File: src/rtl/vga_stream_out.sv
// rtl/vga_stream_out.sv - pixel-clock VGA output stage fed by a valid/ready RGB stream
//
// Purpose:
//   Owns the horizontal/vertical raster counters and pulls exactly one pixel
//   from the upstream stream for every visible position, in raster order.
//   All VGA pins are registered, so they reflect the counters one clock later.
//   A visible slot with no valid pixel is shown black, skipped, and recorded
//   in a sticky underflow flag. Timing never stretches.
//
// Ports:
//   clk        in   pixel clock
//   rst        in   asynchronous reset, active-high
//   s_valid    in   input pixel valid
//   s_ready    out  stage accepts a pixel this cycle (visible and out of reset)
//   s_red/grn/blu   in   input colour channels
//   vga_red/grn/blu out  registered colour channels
//   vga_hsync  out  registered horizontal sync
//   vga_vsync  out  registered vertical sync
//   underflow  out  sticky flag: a visible slot arrived with s_valid low

module vga_stream_out #(
    parameter int COLOR_WIDTH = 4,
    parameter int H_VISIBLE   = 640,
    parameter int H_FRONT     = 16,
    parameter int H_SYNC      = 96,
    parameter int H_BACK      = 48,
    parameter bit H_SYNC_POL  = 1'b0,
    parameter int V_VISIBLE   = 480,
    parameter int V_FRONT     = 10,
    parameter int V_SYNC      = 2,
    parameter int V_BACK      = 33,
    parameter bit V_SYNC_POL  = 1'b0
) (
    input  logic                   clk,
    input  logic                   rst,
    input  logic                   s_valid,
    output logic                   s_ready,
    input  logic [COLOR_WIDTH-1:0] s_red,
    input  logic [COLOR_WIDTH-1:0] s_grn,
    input  logic [COLOR_WIDTH-1:0] s_blu,
    output logic [COLOR_WIDTH-1:0] vga_red,
    output logic [COLOR_WIDTH-1:0] vga_grn,
    output logic [COLOR_WIDTH-1:0] vga_blu,
    output logic                   vga_hsync,
    output logic                   vga_vsync,
    output logic                   underflow
);

    localparam int H_TOTAL = H_VISIBLE + H_FRONT + H_SYNC + H_BACK;
    localparam int V_TOTAL = V_VISIBLE + V_FRONT + V_SYNC + V_BACK;
    localparam int HW      = (H_TOTAL > 1) ? $clog2(H_TOTAL) : 1;
    localparam int VW      = (V_TOTAL > 1) ? $clog2(V_TOTAL) : 1;

    localparam logic [HW-1:0] H_LAST = HW'(H_TOTAL - 1);
    localparam logic [VW-1:0] V_LAST = VW'(V_TOTAL - 1);
    localparam logic [HW-1:0] H_VIS  = HW'(H_VISIBLE);
    localparam logic [VW-1:0] V_VIS  = VW'(V_VISIBLE);

    // Sync window bounds are held one bit wider than the counters: with a
    // zero back porch the end of the sync window equals TOTAL, which would
    // not fit in the counter width.
    localparam logic [HW:0] H_SYNC_START = (HW+1)'(H_VISIBLE + H_FRONT);
    localparam logic [HW:0] H_SYNC_END   = (HW+1)'(H_VISIBLE + H_FRONT + H_SYNC);
    localparam logic [VW:0] V_SYNC_START = (VW+1)'(V_VISIBLE + V_FRONT);
    localparam logic [VW:0] V_SYNC_END   = (VW+1)'(V_VISIBLE + V_FRONT + V_SYNC);

    // ------------------------------------------------------------------
    // State
    // ------------------------------------------------------------------
    logic [HW-1:0]          h_cnt_q, h_cnt_d;
    logic [VW-1:0]          v_cnt_q, v_cnt_d;
    logic [COLOR_WIDTH-1:0] red_q, red_d;
    logic [COLOR_WIDTH-1:0] grn_q, grn_d;
    logic [COLOR_WIDTH-1:0] blu_q, blu_d;
    logic                   hsync_q, hsync_d;
    logic                   vsync_q, vsync_d;
    logic                   underflow_q, underflow_d;

    // ------------------------------------------------------------------
    // Raster decode, all from registered counters so the ready path never
    // depends on s_valid.
    // ------------------------------------------------------------------
    logic          h_last;
    logic          v_last;
    logic          visible;
    logic          accept;
    logic          starve;
    logic          h_in_sync;
    logic          v_in_sync;
    logic [HW:0]   h_ext;
    logic [VW:0]   v_ext;

    assign h_last    = (h_cnt_q == H_LAST);
    assign v_last    = (v_cnt_q == V_LAST);
    assign visible   = (h_cnt_q < H_VIS) && (v_cnt_q < V_VIS);
    assign h_ext     = {1'b0, h_cnt_q};
    assign v_ext     = {1'b0, v_cnt_q};
    assign h_in_sync = (h_ext >= H_SYNC_START) && (h_ext < H_SYNC_END);
    assign v_in_sync = (v_ext >= V_SYNC_START) && (v_ext < V_SYNC_END);

    // Pixel is consumed only in visible slots; blanking leaves s_valid
    // untouched so the upstream keeps its next pixel for the next line.
    assign accept    = visible && s_valid;
    assign starve    = visible && !s_valid;

    // While rst is held the counters sit at (0,0), which decodes as visible;
    // gate ready so nothing is consumed during reset.
    assign s_ready   = visible && !rst;

    // ------------------------------------------------------------------
    // Next-state logic
    // ------------------------------------------------------------------
    always_comb begin
        h_cnt_d = h_cnt_q;
        v_cnt_d = v_cnt_q;
        if (h_last) begin
            h_cnt_d = '0;
            if (v_last) begin
                v_cnt_d = '0;
            end else begin
                v_cnt_d = v_cnt_q + VW'(1);
            end
        end else begin
            h_cnt_d = h_cnt_q + HW'(1);
        end
    end

    always_comb begin
        red_d = '0;
        grn_d = '0;
        blu_d = '0;
        if (accept) begin
            red_d = s_red;
            grn_d = s_grn;
            blu_d = s_blu;
        end
        hsync_d     = h_in_sync ? H_SYNC_POL : ~H_SYNC_POL;
        vsync_d     = v_in_sync ? V_SYNC_POL : ~V_SYNC_POL;
        underflow_d = underflow_q || starve;
    end

    // ------------------------------------------------------------------
    // Registers
    // ------------------------------------------------------------------
    always_ff @(posedge clk or posedge rst) begin
        if (rst) begin
            h_cnt_q     <= '0;
            v_cnt_q     <= '0;
            red_q       <= '0;
            grn_q       <= '0;
            blu_q       <= '0;
            hsync_q     <= ~H_SYNC_POL;
            vsync_q     <= ~V_SYNC_POL;
            underflow_q <= 1'b0;
        end else begin
            h_cnt_q     <= h_cnt_d;
            v_cnt_q     <= v_cnt_d;
            red_q       <= red_d;
            grn_q       <= grn_d;
            blu_q       <= blu_d;
            hsync_q     <= hsync_d;
            vsync_q     <= vsync_d;
            underflow_q <= underflow_d;
        end
    end

    assign vga_red   = red_q;
    assign vga_grn   = grn_q;
    assign vga_blu   = blu_q;
    assign vga_hsync = hsync_q;
    assign vga_vsync = vsync_q;
    assign underflow = underflow_q;

endmodule

File: config.mk
export PLATFORM = sky130hd
export DESIGN_NAME = vga_stream_out
export DESIGN_NICKNAME = d
export VERILOG_FILES = /design/src/rtl/vga_stream_out.sv
export SDC_FILE = /design/constraint.sdc
export NUM_CORES = 1
export LEC_CHECK = 0
export ABC_AREA = 1
export ABC_CLOCK_PERIOD_IN_PS = 2800
export CAP_MARGIN = 5
export CORE_ASPECT_RATIO = 2
export CORE_MARGIN = 3
export CORE_UTILIZATION = 54
export CTS_CLUSTER_DIAMETER = 150
export DETAILED_ROUTE_END_ITERATION = 6
export DONT_BUFFER_PORTS = 1
export MAX_ROUTING_LAYER = met4
export PLACE_DENSITY = 0.69
export SYNTH_ARGS = -nofsm -noshare
export SYNTH_HDL_FRONTEND = slang
export SYNTH_SLANG_ARGS = --single-unit
File: constraint.sdc
create_clock -name clk -period 2.8 [get_ports clk]
set_input_delay 0.56 -clock clk [delete_from_list [all_inputs] [get_ports clk]]
set_output_delay 0.56 -clock clk [all_outputs]
set_load 0.03 [all_outputs]
==> parameters.txt, run 1 <==
Parameter                              Value

Status
  Status ... completed

Floorplanning
  Initial cell density of the core ... 57.06%
  Std-Cell Core Area ... 0.002978 mm2
  Boundary pin count ... 31
  Die outline area ... 0.003897 mm2
  Overall die height ... 85.33 um
  Row Count ... 28
  Floorplan die width ... 45.67 um

Synth
  Post-synthesis cell type with the largest combined area ... sky130_fd_sc_hd__dfrtp_1
  Post-synth EDFFs ... 0
  Synthesized flop and latch total ... 35
  Top flip-flop cell by instance count after synthesis ... sky130_fd_sc_hd__dfrtp_1
  Syn_nets ... 223
  Average cell area after synthesis ... 8.329 um2
  Async set-reset flop share out of synthesis ... 100.0%
  Mapped Cells ... 204
  Library cells used by synthesis ... 27
  Sequential cell area fraction in the yosys report ... around 52%
  Synth warnings ... 0
  Most numerous cell types in the synthesized netlist ... sky130_fd_sc_hd__nand2_1, sky130_fd_sc_hd__inv_1, sky130_fd_sc_hd__dfrtp_1
  Main area contributors after synthesis ... sky130_fd_sc_hd__dfrtp_1, sky130_fd_sc_hd__nand2_1, sky130_fd_sc_hd__inv_1
  Post-synthesis instance area ... 0.001699 mm2
  Top-area cell type share of the netlist area ... 48.60%
  Most numerous cell in the Yosys netlist ... sky130_fd_sc_hd__nand2_1

Timing
  Setup repair after global routing missed its margin ... no
  Transition time at the pin with the least slew margin ... 543.3 ps
  Final Cycle Share ... 75.42%
  Total negative setup slack ... 0 ps
  Final Max Tran Viols ... 0
  Minimum clock period after layout ... 2112 ps
  Number of endpoints failing setup at the final stage ... 0
  Max Clk Rate ... 0.4735 GHz
  Worst slew slack as a fraction of its limit ... 63.65%
  Skew final ... 6.016 ps
  Setup WS post-layout ... 688.2 ps
  Final Hold Vio Count ... 0

CTS
  Clock Sink Count ... 35
  Number of buffers inserted during clock tree synthesis ... 5
  Number of hold buffers added after cts ... 0
  CTS tree ... yes
  H-Tree Level Count ... 2
  Setup fix buffers added after clock tree synthesis ... 0
  Cell at the root of the clock tree ... sky130_fd_sc_hd__clkbuf_8
  Post-CTS Resized ... 0
  Clock-pin transition on the worst setup and hold timing paths ... 70 ps
  Clk_lat worst skew ... 280 ps
  Clock Path Buffers ... 2

Pwr
  Power consumption ... 953.0 uW
  Peak supply drop ... 0.3936 mV
  P_leak ... roughly 0.95 nW
  Total power per unit cell area ... 528.2 mW/mm2

Drt
  Post-detailed-routing wire length ... roughly 3.4 mm
  Routed WL per cell ... between 10 and 15 um
  Vias after detailed routing ... 1,301
  Number of nets with antenna violations after detailed routing ... 0
  First-pass DRT Iterations ... 5
  DRC violations left ... 0
  Starting DRT DRC Count ... 31
  Via-per-instance ratio ... between 5 and 6

Global routing
  Total GRT Usage ... 22.02%
  Vias in the first global route ... 1,385
  Initial antenna violation count ... 0
  Wire length of the first global-routing pass ... 6.037 mm
  Total grt overflow ... 0
  Largest net degree at the start of global routing ... 36

Worst setup path
  Data required, critical path ... 2240 ps
  Reg-to-Reg End ... v_cnt_q[5]$_DFFE_PP0N_
  Arr. time, crit path ... about 1600 ps
  Nature of the critical path startpoint ... register
  Maximum fanout along the worst path ... 5
  Classification of the worst setup path ... reg2out
  Worst reg2reg path startpoint ... h_cnt_q[0]$_DFF_PP0_
  FF-to-FF path depth ... 8
  Endpoint kind of the worst setup timing path ... primary output
  Register-to-register setup slack ... between 1000 and 1500 ps

Placement
  Port buffer count ... 0
  Estimated wirelength of the detail-placed design ... 2.480 mm
  Final GP Congestion ... 0.8640
  Placement-stage worst setup slack ... slightly below 1000 ps

Final layout
  Nets ... around 230
  Fill cell instance count of the final layout ... 258
  P&R area growth vs syn ... 6.186%
  Register area ... slightly below 900 um2
  Diodes inserted ... 0
  Share of post-route cells with drive strength above 1 ... 8.654%
  Combined area of the multi-input logic cells ... 645.6 um2

Min path
  Worst hold path type ... in2async

Job
  Max Cap Violations ... 0
## metrics by stage
stage | hold slack [ps] | area, um2 | utilization [%] | std cells
floorplan | 471.1 | 1699 | - | 204
global placement | 486.5 | 1704 | 57.23 | 230
detailed placement | 493.2 | 1704 | 57.23 | 230
CTS | 264.6 | 1804 | 60.59 | 238
global route | 296.4 | 1804 | 60.59 | 238
finish | 252.5 | 1804 | 60.59 | 238
## cells in the final DEF, fill, tap and decap left out, types with 2 or more instances in the layout
cell type                  netlist  routed
sky130_fd_sc_hd__nor2_4          2       2
sky130_fd_sc_hd__nor2_1         31      31
sky130_fd_sc_hd__nand3_1        12      12
sky130_fd_sc_hd__clkbuf_8        0       7
sky130_fd_sc_hd__xor2_1          5       5
sky130_fd_sc_hd__ha_1            4       4
sky130_fd_sc_hd__xnor2_1         2       2
sky130_fd_sc_hd__dfrtp_1        33      33
sky130_fd_sc_hd__nand2_1        44      44
sky130_fd_sc_hd__inv_1          35      35
sky130_fd_sc_hd__nand4_1         6       6
sky130_fd_sc_hd__dfstp_2         2       2
sky130_fd_sc_hd__nor3_1          5       5
sky130_fd_sc_hd__o21ai_0         7       7
## cells by family after synthesis
family,after synthesis,share of synthesized area (%)
buffers and inverters,41,10.31
AND/OR/NAND/NOR,106,27.69
adder cells (fa/ha/maj),4,2.946
XOR/XNOR,7,3.608
AO/OA/AOI/OAI,11,3.755
flip-flops,35,51.69
## flip-flops by register name, indices dropped and copies added, names as in the netlist
signal,count
vga_grn,4
h_cnt_q,10
underflow,1
vga_red,4
vga_vsync,1
vga_blu,4
v_cnt_q,10
vga_hsync,1
## worst max-delay path by stage
stage / from / to
2_1_floorplan: h_cnt_q[9]$_DFF_PP0_ / s_ready
3_3_place_gp: h_cnt_q[9]$_DFF_PP0_ / s_ready
3_5_place_dp: v_cnt_q[6]$_DFFE_PP0N_ / s_ready
4_1_cts: v_cnt_q[6]$_DFFE_PP0N_ / s_ready
5_1_grt: v_cnt_q[6]$_DFFE_PP0N_ / s_ready
6_report: v_cnt_q[6]$_DFFE_PP0N_ / s_ready
## layout make-up
type	count	share of cell area, %
clock buffer	8	5.548
inverter	36	7.490
multi-input combinational	128	35.78
sequential	35	48.68
tap	30	2.080
timing repair buffer	1	0.4161
## critical path, cell delays in order (launching register included)
cell                      delay, ps
sky130_fd_sc_hd__dfrtp_1        430
sky130_fd_sc_hd__nand2_1        110
sky130_fd_sc_hd__nor2_1          90
sky130_fd_sc_hd__nor2_1         150
sky130_fd_sc_hd__inv_1           70
sky130_fd_sc_hd__nor2_1         420
## routing by layer
layer	part of all wire (%)	wire, um	vias to the layer above	GRT usage (%)
met1	35	1204	616	22.18
li1	-	-	627	-
met3	3.9	132	11	3.822
met2	58	1959	47	37.32
met5	0	0	-	-
met4	3.0	103	0	12.53
## power breakdown
group          total (mW)  leakage [nW]  switching, mW  internal [mW]
clock network       0.394        0.0515          0.170          0.224
logic              0.0223         0.447         0.0175        0.00482
registers           0.537         0.449         0.0224          0.514
total               0.953         0.948          0.209          0.744
(Power assumes the default switching activity.)
==> inputs of run 2 (changes only) <==
--- a/config.mk
+++ b/config.mk
@@ -6,7 +6,7 @@
 export NUM_CORES = 1
 export LEC_CHECK = 0
 export ABC_AREA = 1
-export ABC_CLOCK_PERIOD_IN_PS = 2800
+export ABC_CLOCK_PERIOD_IN_PS = 2100
 export CAP_MARGIN = 5
 export CORE_ASPECT_RATIO = 2
 export CORE_MARGIN = 3
==> constraint.sdc (replaced) <==
create_clock -name clk -period 2.1 [get_ports clk]
set_input_delay 0.42 -clock clk [delete_from_list [all_inputs] [get_ports clk]]
set_output_delay 0.42 -clock clk [all_outputs]
set_load 0.03 [all_outputs]
==> parameters.txt, run 2 (same netlist as run 1, synthesis figures left out) <==
Parameter                              Value

Status
  Status ... completed

Timing
  Final Cycle Share ... 89.45%
  Number of endpoints failing setup at the final stage ... 0
  Transition time at the pin with the least slew margin ... ~430 ps
  Final Hold Vio Count ... 0
  Skew final ... around 6.5 ps
  Worst hold slack ... ~120 ps
  Setup WS post-layout ... 221.6 ps
  Setup repair after global routing missed its margin ... no
  Total negative setup slack ... 0 ps
  Minimum clock period after layout ... 1878 ps
  Worst slew slack as a fraction of its limit ... 71.53%
  Max Clk Rate ... 0.5324 GHz
  Final Max Tran Viols ... 0

Final layout
  Nets ... between 200 and 250
  Register area ... 878.3 um2
  Fill cell instance count of the final layout ... roughly 250
  Most frequent standard cell in the layout excluding fill and tap cells ... sky130_fd_sc_hd__nand2_1
  Number of non-filler instances in the completed layout ... 239
  Combined area of the multi-input logic cells ... 645.6 um2
  Diodes inserted ... 0
  P&R area growth vs syn ... 6.628%
  Most frequent cells in the layout ... sky130_fd_sc_hd__nand2_1, sky130_fd_sc_hd__inv_1, sky130_fd_sc_hd__dfrtp_1
  Largest registers ... h_cnt_q: 10 flops, v_cnt_q: 10 flops
  Share of post-route cells with drive strength above 1 ... 9.091%

Pwr
  P_leak ... roughly 0.95 nW
  Power consumption ... 1.269 mW
  Total power per unit cell area ... 700.2 mW/mm2
  Peak supply drop ... 0.5772 mV

Min path
  Worst hold path type ... in2async

Worst setup path
  Maximum fanout along the worst path ... 5
  Cell-by-cell listing of the critical path ... nand2_1 -> nor2_1 -> nor2_1 -> inv_1 -> nor2_1 -> buf_4
  Register-to-register setup slack ... 420 ps
  Arr. time, crit path ... 1460 ps
  Nature of the critical path startpoint ... register
  Classification of the worst setup path ... reg2out
  Data required, critical path ... ~1700 ps
  Standard cell with the maximum stage delay on the critical path ... sky130_fd_sc_hd__dfrtp_1
  Family with the most delay on the worst path ... simple AND/OR/NAND/NOR gates
  CP dominant cell by count ... sky130_fd_sc_hd__nor2_1
  Critical Path Max Stage Delay ... between 400 and 500 ps
  Endpoint kind of the worst setup timing path ... primary output
  WP buf/inv ... 2

Placement
  Estimated wirelength of the detail-placed design ... 2.381 mm
  Port buffer count ... 0
  Final GP Congestion ... 0.8287
  Placed cell count ... around 230
  Placement-stage worst setup slack ... a little over 400 ps

CTS
  Cell at the root of the clock tree ... sky130_fd_sc_hd__clkbuf_8
  Clk_lat worst skew ... 280 ps
  Post-CTS Resized ... 0
  Setup fix buffers added after clock tree synthesis ... 0
  CTS tree ... yes
  Clock Path Buffers ... 2
  Clock-pin transition on the worst setup and hold timing paths ... 70 ps
  Number of buffers inserted during clock tree synthesis ... 5
  H-Tree Level Count ... 2
  Clock Sink Count ... 35
  Number of hold buffers added after cts ... 0

Drt
  Vias after detailed routing ... between 1,000 and 1,500
  Number of nets with antenna violations after detailed routing ... 0
  Routed WL per cell ... 13.10 um
  Post-detailed-routing wire length ... around 3.1 mm
  Via-per-instance ratio ... 5.285
  Starting DRT DRC Count ... 20
  DRC violations left ... 0
  First-pass DRT Iterations ... 4

Floorplanning
  Floorplan die width ... 45.67 um
  Initial cell density of the core ... around 57%
  Boundary pin count ... 31
  Std-Cell Core Area ... 0.002978 mm2
  Row Count ... 28
  Overall die height ... between 80 and 90 um
  Die outline area ... 0.003897 mm2

Global routing
  Largest net degree at the start of global routing ... 36
  Initial antenna violation count ... 0
  Total GRT Usage ... 20.39%
  Wire length of the first global-routing pass ... 5.651 mm
  Vias in the first global route ... 1,308
  Total grt overflow ... 0

Job
  Max Cap Violations ... 0
==> run 2: final timing paths <==
check | from | end | cells past startpoint
setup / recovery | v_cnt_q[6]$_DFFE_PP0N_ | s_ready | 6
hold / removal | rst | h_cnt_q[9]$_DFF_PP0_ | 2
setup reg to reg | h_cnt_q[0]$_DFF_PP0_ | v_cnt_q[5]$_DFFE_PP0N_ | 8
hold reg to reg | v_cnt_q[9]$_DFFE_PP0N_ | v_cnt_q[9]$_DFFE_PP0N_ | 2
max in group asynchronous | rst | vga_vsync$_DFF_PP1_ | 2
min in group clk | s_valid | underflow$_DFF_PP0_ | 1
==> run 2: metrics by stage <==
stage          area (um2)  utilization (%)
2_1_floorplan        1699                -
3_3_place_gp         1712            57.48
3_5_place_dp         1712            57.48
4_1_cts              1812            60.84
5_1_grt              1812            60.84
6_report             1812            60.84
==> run 2: power breakdown <==
group / switching, mW / leakage, nW / total, mW / internal (mW)
clock: 0.223 / 0.0515 / 0.522 / 0.299
sequential: 0.0297 / 0.449 / 0.716 / 0.686
combinational: 0.0235 / 0.452 / 0.0311 / 0.00765
total: 0.276 / 0.953 / 1.27 / 0.993
==> run 2: area by class of cell <==
class                   count  share of cell area [%]
clock buffers               8                   5.525
inverters                  36                   7.459
repair buffers              2                  0.8287
flip-flops and latches     35                   48.48
multi-input cells         128                   35.64
well taps                  30                   2.072
==> run 2: routing by layer <==
layer	routed length, um	track usage (%)	vias to the layer above
met5	0	-	-
met4	103	10.67	0
met3	128	4.671	11
met2	1718	32.87	34
met1	1181	22.16	590
li1	-	-	628
